<file path="config.mk">
export PLATFORM = sky130hd
export DESIGN_NAME = geofence_feeder
export DESIGN_NICKNAME = d
export VERILOG_FILES = /design/src/rtl/geofence_pkg.sv /design/src/rtl/geofence_frame_buf.sv /design/src/rtl/geofence_feeder.sv
export SDC_FILE = /design/constraint.sdc
export NUM_CORES = 1
export LEC_CHECK = 0
export ABC_AREA = 1
export CAP_MARGIN = 20
export CORE_MARGIN = 2
export CORE_UTILIZATION = 30
export DETAILED_ROUTE_END_ITERATION = 12
export GPL_ROUTABILITY_DRIVEN = 1
export PLACE_DENSITY = 0.5
export SLEW_MARGIN = 20
export SYNTH_ARGS = -nofsm -noshare
export SYNTH_HDL_FRONTEND = slang
export SYNTH_SLANG_ARGS = --single-unit
</file>
<file path="constraint.sdc">
create_clock -name clk -period 3.7 [get_ports clk]
set_clock_uncertainty 0.05 [all_clocks]
set_input_delay 0.74 -clock clk [delete_from_list [all_inputs] [get_ports clk]]
set_output_delay 0.74 -clock clk [all_outputs]
set_load 0.05 [all_outputs]
</file>
<file path="src/rtl/geofence_pkg.sv">
// rtl/geofence_pkg.sv - shared types and constants for the geofence feeder
package geofence_pkg;

    localparam int COORD_W       = 10;
    localparam int PTS_PER_FRAME = 7;
    localparam int IDX_W         = 3;

    typedef struct packed {
        logic [COORD_W-1:0] x;
        logic [COORD_W-1:0] y;
    } point_t;

    typedef enum logic [1:0] {
        ST_IDLE   = 2'd0,
        ST_STREAM = 2'd1,
        ST_WAIT   = 2'd2
    } state_e;

endpackage

</file>
<file path="src/rtl/geofence_frame_buf.sv">
// rtl/geofence_frame_buf.sv - two-bank ping-pong store of 7-point frames
module geofence_frame_buf
    import geofence_pkg::*;
(
    input  logic             clk_i,
    input  logic             reset_i,
    input  logic             wr_valid_i,
    input  point_t           wr_pt_i,
    output logic             wr_ready_o,
    input  logic [IDX_W-1:0] rd_idx_i,
    input  logic             rd_release_i,
    output logic             rd_full_o,
    output point_t           rd_pt_o
);

    point_t           mem_q [2][PTS_PER_FRAME];
    logic [1:0]       full_q, full_d;
    logic             wr_bank_q, wr_bank_d;
    logic             rd_bank_q, rd_bank_d;
    logic [IDX_W-1:0] wr_idx_q, wr_idx_d;
    logic             wr_fire;
    logic             wr_last;

    assign wr_ready_o = !full_q[wr_bank_q];
    assign wr_fire    = wr_valid_i && wr_ready_o;
    assign wr_last    = (wr_idx_q == IDX_W'(PTS_PER_FRAME - 1));
    assign rd_full_o  = full_q[rd_bank_q];
    assign rd_pt_o    = (rd_idx_i < IDX_W'(PTS_PER_FRAME)) ? mem_q[rd_bank_q][rd_idx_i] : '0;

    // Fill and release may hit different banks on the same edge; both apply.
    always_comb begin
        full_d    = full_q;
        wr_bank_d = wr_bank_q;
        rd_bank_d = rd_bank_q;
        wr_idx_d  = wr_idx_q;
        if (wr_fire) begin
            if (wr_last) begin
                full_d[wr_bank_q] = 1'b1;
                wr_bank_d         = ~wr_bank_q;
                wr_idx_d          = '0;
            end else begin
                wr_idx_d = wr_idx_q + 1'b1;
            end
        end
        if (rd_release_i) begin
            full_d[rd_bank_q] = 1'b0;
            rd_bank_d         = ~rd_bank_q;
        end
    end

    always_ff @(posedge clk_i) begin
        if (reset_i) begin
            full_q    <= '0;
            wr_bank_q <= 1'b0;
            rd_bank_q <= 1'b0;
            wr_idx_q  <= '0;
        end else begin
            full_q    <= full_d;
            wr_bank_q <= wr_bank_d;
            rd_bank_q <= rd_bank_d;
            wr_idx_q  <= wr_idx_d;
        end
    end

    always_ff @(posedge clk_i) begin
        if (wr_fire) begin
            mem_q[wr_bank_q][wr_idx_q] <= wr_pt_i;
        end
    end

endmodule

</file>
<file path="src/rtl/geofence_feeder.sv">
// rtl/geofence_feeder.sv - streams buffered frames to a geofence evaluator and reports results
module geofence_feeder
    import geofence_pkg::*;
#(
    parameter int WDOG_CYCLES = 512,
    parameter int ID_W        = 8
) (
    input  logic               clk,
    input  logic               reset,
    input  logic               in_valid,
    output logic               in_ready,
    input  logic [COORD_W-1:0] in_x,
    input  logic [COORD_W-1:0] in_y,
    output logic               geo_rst,
    output logic [COORD_W-1:0] geo_x,
    output logic [COORD_W-1:0] geo_y,
    input  logic               geo_valid,
    input  logic               geo_inside,
    output logic               res_valid,
    output logic               res_inside,
    output logic               res_err,
    output logic [ID_W-1:0]    res_id
);

    localparam int WD_W = (WDOG_CYCLES > 1) ? $clog2(WDOG_CYCLES) : 1;

    state_e           state_q, state_d;
    logic [IDX_W-1:0] idx_q, idx_d;
    logic [WD_W-1:0]  wdog_q, wdog_d;
    logic             geo_rst_q, geo_rst_d;
    point_t           geo_pt_q, geo_pt_d;
    logic             res_valid_q, res_valid_d;
    logic             res_inside_q, res_inside_d;
    logic             res_err_q, res_err_d;
    logic [ID_W-1:0]  res_id_q, res_id_d;
    logic [ID_W-1:0]  frame_id_q, frame_id_d;

    logic             rd_full;
    logic             rd_release;
    logic [IDX_W-1:0] rd_idx;
    point_t           rd_pt;
    point_t           in_pt;

    assign in_pt.x = in_x;
    assign in_pt.y = in_y;

    geofence_frame_buf u_buf (
        .clk_i        (clk),
        .reset_i      (reset),
        .wr_valid_i   (in_valid),
        .wr_pt_i      (in_pt),
        .wr_ready_o   (in_ready),
        .rd_idx_i     (rd_idx),
        .rd_release_i (rd_release),
        .rd_full_o    (rd_full),
        .rd_pt_o      (rd_pt)
    );

    always_comb begin
        state_d      = state_q;
        idx_d        = idx_q;
        wdog_d       = wdog_q;
        geo_rst_d    = geo_rst_q;
        geo_pt_d     = geo_pt_q;
        res_valid_d  = 1'b0;
        res_inside_d = res_inside_q;
        res_err_d    = res_err_q;
        res_id_d     = res_id_q;
        frame_id_d   = frame_id_q;
        rd_idx       = '0;
        rd_release   = 1'b0;
        case (state_q)
            ST_IDLE: begin
                geo_rst_d = 1'b1;
                if (rd_full) begin
                    geo_pt_d  = rd_pt;
                    geo_rst_d = 1'b0;
                    idx_d     = IDX_W'(1);
                    state_d   = ST_STREAM;
                end
            end
            ST_STREAM: begin
                if (idx_q == IDX_W'(PTS_PER_FRAME)) begin
                    rd_release = 1'b1;
                    wdog_d     = '0;
                    state_d    = ST_WAIT;
                end else begin
                    rd_idx   = idx_q;
                    geo_pt_d = rd_pt;
                    idx_d    = idx_q + 1'b1;
                end
            end
            ST_WAIT: begin
                wdog_d = wdog_q + 1'b1;
                if (geo_valid) begin
                    res_valid_d  = 1'b1;
                    res_inside_d = geo_inside;
                    res_err_d    = 1'b0;
                    res_id_d     = frame_id_q;
                    frame_id_d   = frame_id_q + 1'b1;
                    // After release the read pointer already names the other bank.
                    if (rd_full) begin
                        geo_pt_d = rd_pt;
                        idx_d    = IDX_W'(1);
                        state_d  = ST_STREAM;
                    end else begin
                        geo_rst_d = 1'b1;
                        state_d   = ST_IDLE;
                    end
                end else if (wdog_q == WD_W'(WDOG_CYCLES - 1)) begin
                    res_valid_d  = 1'b1;
                    res_inside_d = 1'b0;
                    res_err_d    = 1'b1;
                    res_id_d     = frame_id_q;
                    frame_id_d   = frame_id_q + 1'b1;
                    geo_rst_d    = 1'b1;
                    state_d      = ST_IDLE;
                end
            end
            default: begin
                geo_rst_d = 1'b1;
                state_d   = ST_IDLE;
            end
        endcase
    end

    always_ff @(posedge clk) begin
        if (reset) begin
            state_q      <= ST_IDLE;
            idx_q        <= '0;
            wdog_q       <= '0;
            geo_rst_q    <= 1'b1;
            geo_pt_q     <= '0;
            res_valid_q  <= 1'b0;
            res_inside_q <= 1'b0;
            res_err_q    <= 1'b0;
            res_id_q     <= '0;
            frame_id_q   <= '0;
        end else begin
            state_q      <= state_d;
            idx_q        <= idx_d;
            wdog_q       <= wdog_d;
            geo_rst_q    <= geo_rst_d;
            geo_pt_q     <= geo_pt_d;
            res_valid_q  <= res_valid_d;
            res_inside_q <= res_inside_d;
            res_err_q    <= res_err_d;
            res_id_q     <= res_id_d;
            frame_id_q   <= frame_id_d;
        end
    end

    assign geo_rst    = geo_rst_q;
    assign geo_x      = geo_pt_q.x;
    assign geo_y      = geo_pt_q.y;
    assign res_valid  = res_valid_q;
    assign res_inside = res_inside_q;
    assign res_err    = res_err_q;
    assign res_id     = res_id_q;

endmodule

</file>
==> results of run 1 <==
flip-flops by register name (all words and copies together) (netlist names), 2 cells and up, named ones only:
| signal | flops |
|---|---|
| frame_id_q | 8 |
| geo_x | 10 |
| geo_y | 10 |
| idx_q | 3 |
| res_id | 8 |
| state_q | 2 |
| u_buf.full_q | 2 |
| u_buf.mem_q | 280 |
| u_buf.wr_idx_q | 3 |
| wdog_q | 9 |
cell type report:
| class | count | area share (%) |
|---|---|---|
| inverters | 95 | 2.13 |
| clock buffers | 48 | 6.09 |
| flip-flops and latches | 342 | 57.0 |
| multi-input cells | 928 | 23.6 |
| clock inverters | 24 | 1.51 |
| repair buffers | 95 | 5.24 |
| well taps | 607 | 4.48 |
how the worst max path moves through the flow:
stage                                            start                             to  slack, ps  depth (start not counted)
final                     u_buf.wr_bank_q$_SDFFE_PP0P_                       in_ready        440                          3
after CTS                 u_buf.wr_bank_q$_SDFFE_PP0P_                       in_ready        400                          3
after global routing      u_buf.wr_bank_q$_SDFFE_PP0P_                       in_ready        310                          3
after detailed placement  u_buf.wr_bank_q$_SDFFE_PP0P_                       in_ready        970                          3
after floorplan           u_buf.wr_bank_q$_SDFFE_PP0P_  u_buf.mem_q[1][100]$_DFFE_PP_        -40                          5
after global placement    u_buf.wr_bank_q$_SDFFE_PP0P_                       in_ready       1000                          3
logic make-up after synthesis:
group	count (synthesis)
buf+inv	165
xor+xnor	1
compound gates	95
fa+ha+maj	6
flops	342
simple gates	826
metrics by stage:
| stage | cells | cell area, um^2 | setup slack [ps] | hold WS, ps |
|---|---|---|---|---|
| 6_report | 2139 | 16900 | 437 | 415 |
| 5_1_grt | 2139 | 16900 | 310 | 445 |
| 4_1_cts | 2139 | 16900 | 397 | 419 |
| 3_5_place_dp | 2067 | 15700 | 967 | 410 |
| 3_3_place_gp | 2067 | 15700 | 1000 | 404 |
| 2_1_floorplan | 1435 | 14300 | -39.0 | 394 |
worst max-delay path: cells and delay by family, from the launching register on:
| family | cells | cell delay [ps] |
|---|---|---|
| AO/OA/AOI/OAI | 1 | 200 |
| buffers and inverters | 2 | 1100 |
| flip-flops | 1 | 640 |
synthesized netlist by cell type, types with 2 or more instances:
library cell,instances,area (um^2)
inv_1,87,327
buf_6,2,22.5
nand2_2,4,25.0
inv_2,7,26.3
o21ai_0,30,150
buf_2,46,230
buf_4,5,37.5
nor2_2,3,18.8
nor2_1,180,676
edfxtp_1,280,8410
nand4_1,3,18.8
a21oi_1,49,245
ha_1,6,75.1
a31oi_1,3,18.8
o21ai_1,4,20.0
nand2_1,517,1940
nor4_1,7,43.8
a211oi_1,2,15.0
clkbuf_1,17,63.8
nor2_4,2,22.5
dfxtp_1,62,1240
nor3_1,13,65.1
nand3_1,93,465
layout by cell type (no fill, tap or decap), drive strengths merged, types with 2 or more instances in the layout:
cell type      netlist  final
a211oi               2      2
a21oi               50     50
a31oi                3      3
buf                 53     39
bufinv               0      5
clkbuf              17     48
clkdlybuf4s50        0     56
clkinv               1     18
dfxtp               62     62
edfxtp             280    280
ha                   6      6
inv                 94     96
nand2              522    522
nand3               94     94
nand4                3      3
nor2               185    185
nor3                14     14
nor4                 7      7
o21ai               34     34
layer usage:
metal / vias up / routed length (um) / GRT usage [%]
met5: - / 0 / 0
met4: 0 / 524 / 3.29
met3: 46 / 1800 / 2.72
met2: 182 / 17200 / 25.0
met1: 4747 / 17400 / 20.8
li1: 4854 / - / -
power by group through the flow:
stage	clock network (W)	registers (W)	logic, W
4_1_cts	0.00397	0.00422	0.000215
3_3_place_gp	0	0.00430	0.000211
5_1_grt	0.00413	0.00422	0.000237
6_report	0.00388	0.00422	0.000211
2_1_floorplan	0	0.00430	0.0000890
3_5_place_dp	0	0.00430	0.000213
==> flow_summary.yaml, run 1 <==
layout:
  multi_input_area_um2: 3990
  finish.utilization_pct: 36.2
  diodes: 0
  nets: 1532
  layout-drive-gt1-share_pct: 8.88
  seq_area_um2: 9650
  nFillCells: 4647
  area_delta_synth_final_pct: 18.7
hold_path:
  holdPathStages: 2
  hold_end: "wdog_q[7]$_SDFFE_PP0P_"
  min-delay-path-class: "reg -> reg"
  min_from: "wdog_q[7]$_SDFFE_PP0P_"
floorplan:
  fp.coreArea_um2: 46800
  pin_count: 58
  chipWidth_um: 222
  start_util_pct: 30.5
  die-area_um2: 49300
  rows: 79
  die_h_um: 222
routing:
  antenna_left: 0
  via_count: 9829
  drtIter0Drc: 757
  post_drt_wl_per_cell_um: 17.2
  viasPerCell: 4.60
  dr.pass1.iters: 5
  drcViolationCount: 0
  routed_wl_um: 36900
worst_setup_path:
  criticalPathCategory: "reg -> out"
  worstSetupStartpointType: "flop"
  crit_path_end_kind: "primary output"
  worstPathArrival_ps: 2470
  r2r_slack_ps: 1210
  required_ps: 2910
  rr_worst_depth: 11
  max_stage_delay_ps: 880
  critical_path.cell_chain: "inv_2, a21oi_2, clkdlybuf4s50_1"
  r2r-start: "idx_q[0]$_SDFFE_PP0P_"
  crit_fanout: 10
  r2r-end: "geo_x[3]$_SDFFE_PP0P_"
  slowest_stage: "clkdlybuf4s50_1"
status:
  status: "finished clean"
synth:
  synth_top_family_by_area: "simple AND/OR/NAND/NOR gates"
  synth_fp_nets: 1466
  netlist_instances: 1435
  synthSimpleGateAreaFrac_pct: 23.3
  ys_types: 36
  synth_area_um2: 14300
  synth-compound-area-share_pct: 3.57
  synth_edf_count: 280
  synth.avg_cell_area_um2: 9.95
  synth_fa_ha_area_share_pct: 0.526
  synth-xor-area-share_pct: 0.0614
  ys.flop_type: "edfxtp_1"
  yosysWarningCount: 0
  ys_ff_latch: 342
  synthMuxAreaShare_pct: 0
  yosysSeqAreaShare_pct: 67.6
  synth_async_sr_flop_share_pct: 0
clock_network:
  clkSinkCount: 342
  clock_path_buffers: 3
  cts_hold_buf: 0
  cts_buffers: 39
  clkTransAtPathRegs_ps: 60
  root_buffer: "clkbuf_16"
  htreeDepth: 2
  cts_setup_buffers: 0
  cts_resized: 0
  insertion_delay_ps: 530
  cts_tree: "built"
power_and_ir_drop:
  power.switching_w: 0.00170
  intPower_w: 0.00661
  power.leakage_nw: 6.50
  p_total_w: 0.00831
  swShare_pct: 20.5
  power_frac_clock_pct: 46.7
  seq_power_share_pct: 50.8
  p_per_area_nw_per_um2: 491
  p_comb_share_pct: 2.5
  ir_drop_v: 0.000298
grt:
  grt_use_total_pct: 15.1
  grt_max_degree: 152
  grt_pass1_wl_um: 57900
  grt_pass1_vias: 9964
  antenna_found_initial: 0
  grt_overflow_total: 0
placement:
  place_hpwl_um: 20700
  port_buffers: 57
  gp_congestion: 0.753
sta:
  fmax_mhz: 306
  hold_viol: 0
  max_slew_margin_pct: 33.0
  setup_viol: 0
  fin_crit_sh_pct: 88.2
  tightest_slew_ps: 1000
  slew_violations: 0
  setup_tns_ps: 0
  period_needed_ps: 3260
  rsz0062_at_grt: "false"
run:
  maxCapViolCount: 0
(Power assumes the default switching activity.)
==> inputs of run 2 (changes only) <==
Settings changed: ABC_CLOCK_PERIOD_IN_PS set to 3700.
==> results of run 2 <==
Final layout, timing and power as in run 1 (identical DEF).
==> inputs of run 3 (changes only) <==
Settings changed: CORE_UTILIZATION 30 to 35, PLACE_DENSITY 0.5 to 0.56.
==> run 3 against run 2 <==
Against the previous run:
- power fell by 4.0%
- wire length down 2.2%
- highest routed layer unchanged
- first-iteration DRC count increased by 18%
- cell count decreased by 4.2%
- die area decreased by 14%
- maximum frequency increased by 0.54%
- global-route usage up 2.3 points
- clock power down 8.5%
- critical path depth did not move
- sequential power about the same
==> flow_summary.yaml, run 3 (synthesis results as in run 1) <==
grt:
  grt_overflow_total: 0
  grt_use_total_pct: 17.5
  antenna_found_initial: 1
  grt_pass1_wl_um: 56400
  grt_pass1_vias: 9557
  grt_max_degree: 152
worst_setup_path:
  crit_path_end_kind: "primary output"
  r2r-start: "idx_q[1]$_SDFFE_PP0P_"
  worstPathArrival_ps: 2460
  crit_fanout: 10
  required_ps: 2910
  worstSetupStartpointType: "flop"
  setup.worst_path.start: "u_buf.wr_bank_q$_SDFFE_PP0P_"
  r2r_slack_ps: 1060
  criticalPathCategory: "reg -> out"
floorplan:
  die-area_um2: 42400
  start_util_pct: 35.7
  pin_count: 58
  die_h_um: 206
  fp.coreArea_um2: 40000
  rows: 73
  chipWidth_um: 206
sta:
  max_slew_margin_pct: 31.0
  period_needed_ps: 3250
  hold_viol: 0
  tightest_slew_ps: 1030
  fin_crit_sh_pct: 87.7
  setup_viol: 0
  timing.final.ws_setup_ps: 455
  hold_ws_ps: 413
  slew_violations: 0
  rsz0062_at_grt: "false"
  fmax_mhz: 308
clock_network:
  clkTransAtPathRegs_ps: 60
  cts_tree: "built"
  insertion_delay_ps: 540
  clock_path_buffers: 3
  cts_setup_buffers: 0
  cts_buffers: 38
  cts_resized: 0
  root_buffer: "clkbuf_16"
  clkSinkCount: 342
  htreeDepth: 2
  cts_hold_buf: 0
layout:
  seq_area_um2: 9650
  finish.utilization_pct: 41.7
  largest_register_ffs: 280
  nFillCells: 3860
  mostFrequentLayoutCell: "nand2_1"
  area_delta_synth_final_pct: 16.9
  multi_input_area_um2: 3990
  finalNonFillerCells: 2049
  final_cell_mix: "nand2_1, edfxtp_1, nor2_1"
  regMostFlops: "u_buf.mem_q"
  nets: 1527
  layout-drive-gt1-share_pct: 8.08
routing:
  via_count: 9916
  dr.pass1.iters: 7
  viasPerCell: 4.84
  drtIter0Drc: 892
  drcViolationCount: 0
  antenna_left: 0
  routed_wl_um: 36000
  post_drt_wl_per_cell_um: 17.6
power_and_ir_drop:
  intPower_w: 0.00632
  ir_drop_v: 0.000273
  p_per_area_nw_per_um2: 478
  swShare_pct: 20.8
  seq_power_share_pct: 52.9
  p_comb_share_pct: 2.6
  power_frac_clock_pct: 44.5
  power.leakage_nw: 6.41
  power.switching_w: 0.00166
hold_path:
  min-delay-path-class: "reg -> reg"
  min_from: "res_id[0]$_SDFFE_PP0P_"
placement:
  gp_congestion: 0.770
  port_buffers: 57
  place_ws_ps: 968
  place_hpwl_um: 20600
  placed_cells: 1981
status:
  status: "finished clean"
run:
  maxCapViolCount: 0
==> run 3: power groups by stage <==
stage                     clock [W]  combinational (W)  sequential [W]
after floorplan                   0          0.0000890         0.00430
after global placement            0           0.000207         0.00430
after detailed placement          0           0.000211         0.00430
after CTS                   0.00363           0.000212         0.00422
after global routing        0.00377           0.000235         0.00422
final                       0.00355           0.000209         0.00422
==> run 3: per-layer routing <==
metal | global-route usage (%) | wire, um | vias to the layer above
li1 | - | - | 4847
met1 | 23.9 | 16400 | 4748
met2 | 28.5 | 16800 | 263
met3 | 2.51 | 1820 | 58
met4 | 5.94 | 1030 | 0
met5 | 0 | 0 | -
==> run 3: cell type report <==
| type | count | share of cell area (%) |
|---|---|---|
| Timing Repair Buffer | 91 | 5.14 |
| Multi-Input combinational cell | 928 | 23.9 |
| Sequential cell | 342 | 57.9 |
| Antenna cell | 1 | 0.0150 |
| Clock buffer | 50 | 6.22 |
| Inverter | 95 | 2.16 |
| Clock inverter | 17 | 0.787 |
| Tap cell | 525 | 3.94 |
==> run 3: per-stage QoR <==
step                      TNS (ps)  power (W)  cell area [um^2]
after floorplan              -4680    0.00439             14300
after global placement           0    0.00450             15500
after detailed placement         0    0.00451             15500
after CTS                        0    0.00806             16700
after global routing             0    0.00823             16700
final                            0    0.00798             16700
==> run 3: critical path, stage by stage, from the launching register on <==
cell	delay, ps
dfxtp_1	630
inv_2	220
a21oi_2	240
clkdlybuf4s50_1	830
==> run 3: final timing paths <==
path / depth (start not counted) / endpoint
worst max-delay path: 3 / in_ready
worst min-delay path: 2 / res_id[0]$_SDFFE_PP0P_
worst max register to register: 11 / geo_y[5]$_SDFFE_PP0P_
worst min register to register: 2 / res_id[0]$_SDFFE_PP0P_
==> edit 1 (flow settings as in run 2) <==
Change the parameter `ID_W` from 8 to 10.
--- a/src/rtl/geofence_feeder.sv
+++ b/src/rtl/geofence_feeder.sv
@@ -4,5 +4,5 @@
 #(
     parameter int WDOG_CYCLES = 512,
-    parameter int ID_W        = 8
+    parameter int ID_W        = 10
 ) (
     input  logic               clk,
Ports: changed (resized res_id); port bits go from 58 to 60. No check against the original RTL was run, so the function may have changed too.
==> edit 1 against run 2 <==
- sequential power grew 0.9%
- design area grew 0.57%
- sequential cell count rose by 4
- synthesized cell count rose by 1.7%
- global-route usage shrank 0.13 points
- synthesized area grew 0.95%
- critical path depth unchanged
- non-clock buffer count down 2
- cell count is 1.3% higher
- worst setup slack better by 140 ps
- total power shrank 0.79%
- wire length decreased by 0.13%
- critical endpoint unchanged
- largest power group unchanged
==> edit 1: results (changes against run 2) <==
[logic_synthesis]
syn_nets=1491  ; was 1466
synth_commonest_cells=nand2_1 (525), edfxtp_1 (280), nor2_1 (211)  ; was nand2_1 (517), edfxtp_1 (280), nor2_1 (180)
synth-edff-count=280  ; unchanged
yosysSeqAreaShare=0.6752  ; was 0.6760
synthArstFlopShare=0  ; unchanged
ys_warn_count=0  ; unchanged
ys_types=33  ; was 36
ys_top_cells_by_area=edfxtp_1 (58%), nand2_1 (14%), dfxtp_1 (9.2%)  ; was edfxtp_1 (59%), nand2_1 (14%), dfxtp_1 (8.7%)

[worst_hold_path]
holdCritPathClass=reg -> reg  ; unchanged

[power_and_ir_drop]
power.leakage_nw=6.565  ; was 6.503 nW
vdd_drop_max_uv=277.4  ; was 298.3 uV

[run_status]
status=finished clean  ; unchanged

[finish]
diodes=0  ; unchanged
nets=1554  ; was 1532
regMostFlops=u_buf.mem_q  ; unchanged
layout-drive-gt1-share=0.08188  ; was 0.08877
largest_reg_flops=280  ; unchanged

[route]
drtPass1Iterations=5  ; unchanged
vias=9908  ; was 9829
drtIter0Drc=689  ; was 757
routedWlPerCell_um=16.99  ; was 17.23 um

[clocking]
cts_setup_buffers=0  ; unchanged
cts_root_buffer=clkbuf_16  ; unchanged
cts_max_level=2  ; unchanged
cts_max_path_buffers=3  ; unchanged
cts_resized=0  ; unchanged
cts_buffers=38  ; was 39
clk_latency_ps=540
clk_pin_slew_worst_paths_ps=60  ; about the same

[sta]
relSlewSlack=0.2663  ; was 0.3303
hold_violations=0  ; unchanged

[placed_design]
gp_congestion=0.7946  ; was 0.7532
port_buffers=59  ; was 57
placed_cell_area_um2=15800  ; was 15650 um2
hpwlAfterDp_um=21580  ; was 20750 um

[global_route]
grt_pass1_vias=9777  ; was 9964
track_usage=0.1499  ; was 0.1513
grt_pass1_wl_um=57190  ; was 57900 um
grt_start_max_net_pins=124  ; was 152
antenna_found_initial=0  ; unchanged

[setup_path]
crit_fanout=11  ; was 10
arrival_ps=2330  ; was 2470 ps

==> edit 1: cell count changes in the layout (fill, tap and decap cells not counted), moves of 3 or more <==
cell	change
buf_4	-4
clkbuf_8	+3
clkinv_2	-7
dfxtp_1	+4
inv_1	-5
nand2_1	+8
nand3_1	-5
nor2_1	+32
nor3_1	-7
o21ai_0	-3
==> edit 1: stage by stage <==
step | instances | setup WS, ps | setup TNS (ps)
floorplan | 1460 | -676.2 | -81150
global placement | 2098 | 947.9 | 0
detailed placement | 2098 | 900.6 | 0
CTS | 2166 | 546.1 | 0
global route | 2166 | 447.4 | 0
finish | 2166 | 578.0 | 0
==> edit 1: kinds of logic after synthesis <==
kind of cell,Yosys count,synth area share
AOI/OAI and AO/OA,93,0.03482
adders and majority gates,6,0.005210
buffers and inverters,159,0.04645
DFF,346,0.6752
and+or+nand+nor,856,0.2383
==> edit 1: path summary, 6_finish.rpt <==
| kind | end | depth (start not counted) | from | slack, ps |
|---|---|---|---|---|
| hold reg to reg | res_inside$_SDFFE_PP0P_ | 2 | res_inside$_SDFFE_PP0P_ | 420 |
| setup / recovery | in_ready | 3 | u_buf.wr_bank_q$_SDFFE_PP0P_ | 580 |
| setup reg to reg | geo_y[9]$_SDFFE_PP0P_ | 12 | idx_q[0]$_SDFFE_PP0P_ | 1120 |
| hold / removal | res_inside$_SDFFE_PP0P_ | 2 | res_inside$_SDFFE_PP0P_ | 420 |
==> edit 1: power by group <==
part	total, W	internal, W	leakage [nW]	switching, W
Sequential	0.00426	0.00425	3.06	0.0000123
Combinational	0.000213	0.0000628	2.90	0.000150
Clock	0.00377	0.00227	0.602	0.00150
==> edit 1: cell type report <==
| class | instances | area (um2) |
|---|---|---|
| fillers | 4766 | 30510 |
| flip-flops and latches | 346 | 9733 |
| multi-input cells | 955 | 4086 |
| inverters | 89 | 336.6 |
| well taps | 615 | 769.5 |
| clock inverters | 17 | 178.9 |
| repair buffers | 93 | 878.3 |
| clock buffers | 51 | 1051 |
==> edit 1: routing by layer <==
layer	track usage	up-vias	routed length (um)
li1	-	4918	-
met1	0.2068	4746	17620
met2	0.2407	181	16870
met3	0.02713	63	1419
met4	0.04525	0	900
met5	0	-	0
==> edit 1: worst max-delay path: stages (launching register included) <==
cell             delay [ps]
dfxtp_1                 690
nand2_1                 100
o21ai_0                 120
clkdlybuf4s50_1         870
==> edit 2 (config.mk and constraints of run 2) <==
Without the edit above. `res_id_q` no longer has a reset.
--- a/src/rtl/geofence_feeder.sv
+++ b/src/rtl/geofence_feeder.sv
@@ -135,5 +135,4 @@
             res_inside_q <= 1'b0;
             res_err_q    <= 1'b0;
-            res_id_q     <= '0;
             frame_id_q   <= '0;
         end else begin
@@ -146,7 +145,10 @@
             res_inside_q <= res_inside_d;
             res_err_q    <= res_err_d;
-            res_id_q     <= res_id_d;
             frame_id_q   <= frame_id_d;
         end
+    end
+
+    always_ff @(posedge clk) begin
+        res_id_q <= res_id_d;
     end
 
Function: same outputs for any inputs over 10 cycles, from zero or initial values and one cycle with reset high; that may be too few to reach the edited logic, so the function may still have changed.
==> edit 2 against run 2 <==
- worst setup slack worse by 48 ps
- sequential power about the same
- die area down 0.98%
- count of clock-buffer cells in the layout up 2
- utilization down 0.27 points
- sequential share of layout area up 1.1 points
- sequential cell count unchanged
- design area down 1.2%
- total power down 1.8%
- cell count down 2.0%
- wire length down 5.2%
- largest power group unchanged
- synthesized area down 1.0%
==> edit 2: results (changes against run 2) <==
[run_status]
status=finished clean  ; unchanged

[setup_path]
reg2reg_depth=7  ; was 11
r2r_slack_ps=1070  ; was 1210 ps
arrival_ps=2520  ; was 2470 ps
slowest_delay_ps=850  ; was 880 ps
reg2reg_to=u_buf.mem_q[1][38]$_DFFE_PP_  ; was geo_x[3]$_SDFFE_PP0P_
slowest_stage=clkdlybuf4s50_1  ; unchanged
path_delay_family=buffers and inverters  ; unchanged

[power_and_ir_drop]
seq_power_share=0.518  ; was 0.508
power.leakage_nw=6.362  ; was 6.503 nW
power_switching_w=0.001632  ; was 0.001701 W
clk-power_w=0.00373  ; was 0.00388 W
pg_seq_w=0.00423  ; was 0.00422 W
vdd_drop_max_uv=308.7  ; was 298.3 uV

[logic_synthesis]
muxShareOfSynthArea=0  ; unchanged
syn_nets=1423  ; was 1466
synth-edff-count=288  ; was 280
synth_fa_ha_area_frac=0.005312  ; was 0.005259
yosysSeqAreaShare=0.6884  ; was 0.6760
synthArstFlopShare=0  ; unchanged
ys_types=33  ; was 36
postSynthAreaPerCell_um2=10.15  ; was 9.948 um2
synthXorXnorAreaFrac=0  ; was 0.0006136
ys_top_cells_by_area=edfxtp_1 (61%), nand2_1 (12%), dfxtp_1 (7.6%)  ; was edfxtp_1 (59%), nand2_1 (14%), dfxtp_1 (8.7%)
synth_compound_area_frac=0.04285  ; was 0.03567

[sta]
fin_crit_ps=3311  ; was 3263 ps
relSlewSlack=0.3286  ; was 0.3303
hold_slack_ps=386.8  ; was 415.4 ps

[global_route]
grt_start_max_net_pins=93  ; was 152
grt_pass1_wl_um=53320  ; was 57900 um
grt_pass1_vias=8775  ; was 9964

[finish]
largest_reg_flops=280  ; unchanged
layout-drive-gt1-share=0.08054  ; was 0.08877
fin_cells=2097  ; was 2139
nets=1492  ; was 1532

[worst_hold_path]
hold_path_end=res_id[7]$_DFFE_PP_  ; was wdog_q[7]$_SDFFE_PP0P_
worst_hold_startpoint=frame_id_q[7]$_SDFFE_PP0P_  ; was wdog_q[7]$_SDFFE_PP0P_

[route]
drtIter0Drc=572  ; was 757
drtPass1Iterations=5  ; unchanged
vias=9365  ; was 9829

[placed_design]
place_ws_ps=901.8  ; was 966.9 ps
hpwlAfterDp_um=20440  ; was 20750 um
port_buffers=57  ; unchanged
placed_cell_area_um2=15510  ; was 15650 um2
dp_cells=2029  ; was 2067
gp_congestion=0.7411  ; was 0.7532

[clocking]
cts_buffers=37  ; was 39

-- edit 2: changes by cell type in the layout (fill, tap and decap cells not counted), moves of 7 or more --
cell,run 2,this run
edfxtp_1,280,288
dfxtp_1,61,53
inv_1,87,100
nand3_1,93,81
nand2_1,517,465
nor3_2,2,9
nor2_1,173,190
nor3_1,11,2
o21ai_0,30,37
-- edit 2: area by class of cell --
cell class | count | area [um2]
fillers | 4591 | 29810
flip-flops and latches | 342 | 9733
multi-input cells | 883 | 3769
clock buffers | 50 | 1037
repair buffers | 93 | 860.8
well taps | 607 | 759.5
inverters | 104 | 392.9
clock inverters | 18 | 190.2
-- edit 2: routing by layer --
metal	up-vias	wire length (um)	GRT usage	share of wire
li1	4730	-	-	-
met2	153	16290	0.2291	0.47
met3	41	1311	0.02244	0.038
met1	4441	16690	0.1944	0.48
met4	0	640	0.03594	0.018
met5	-	0	0	0
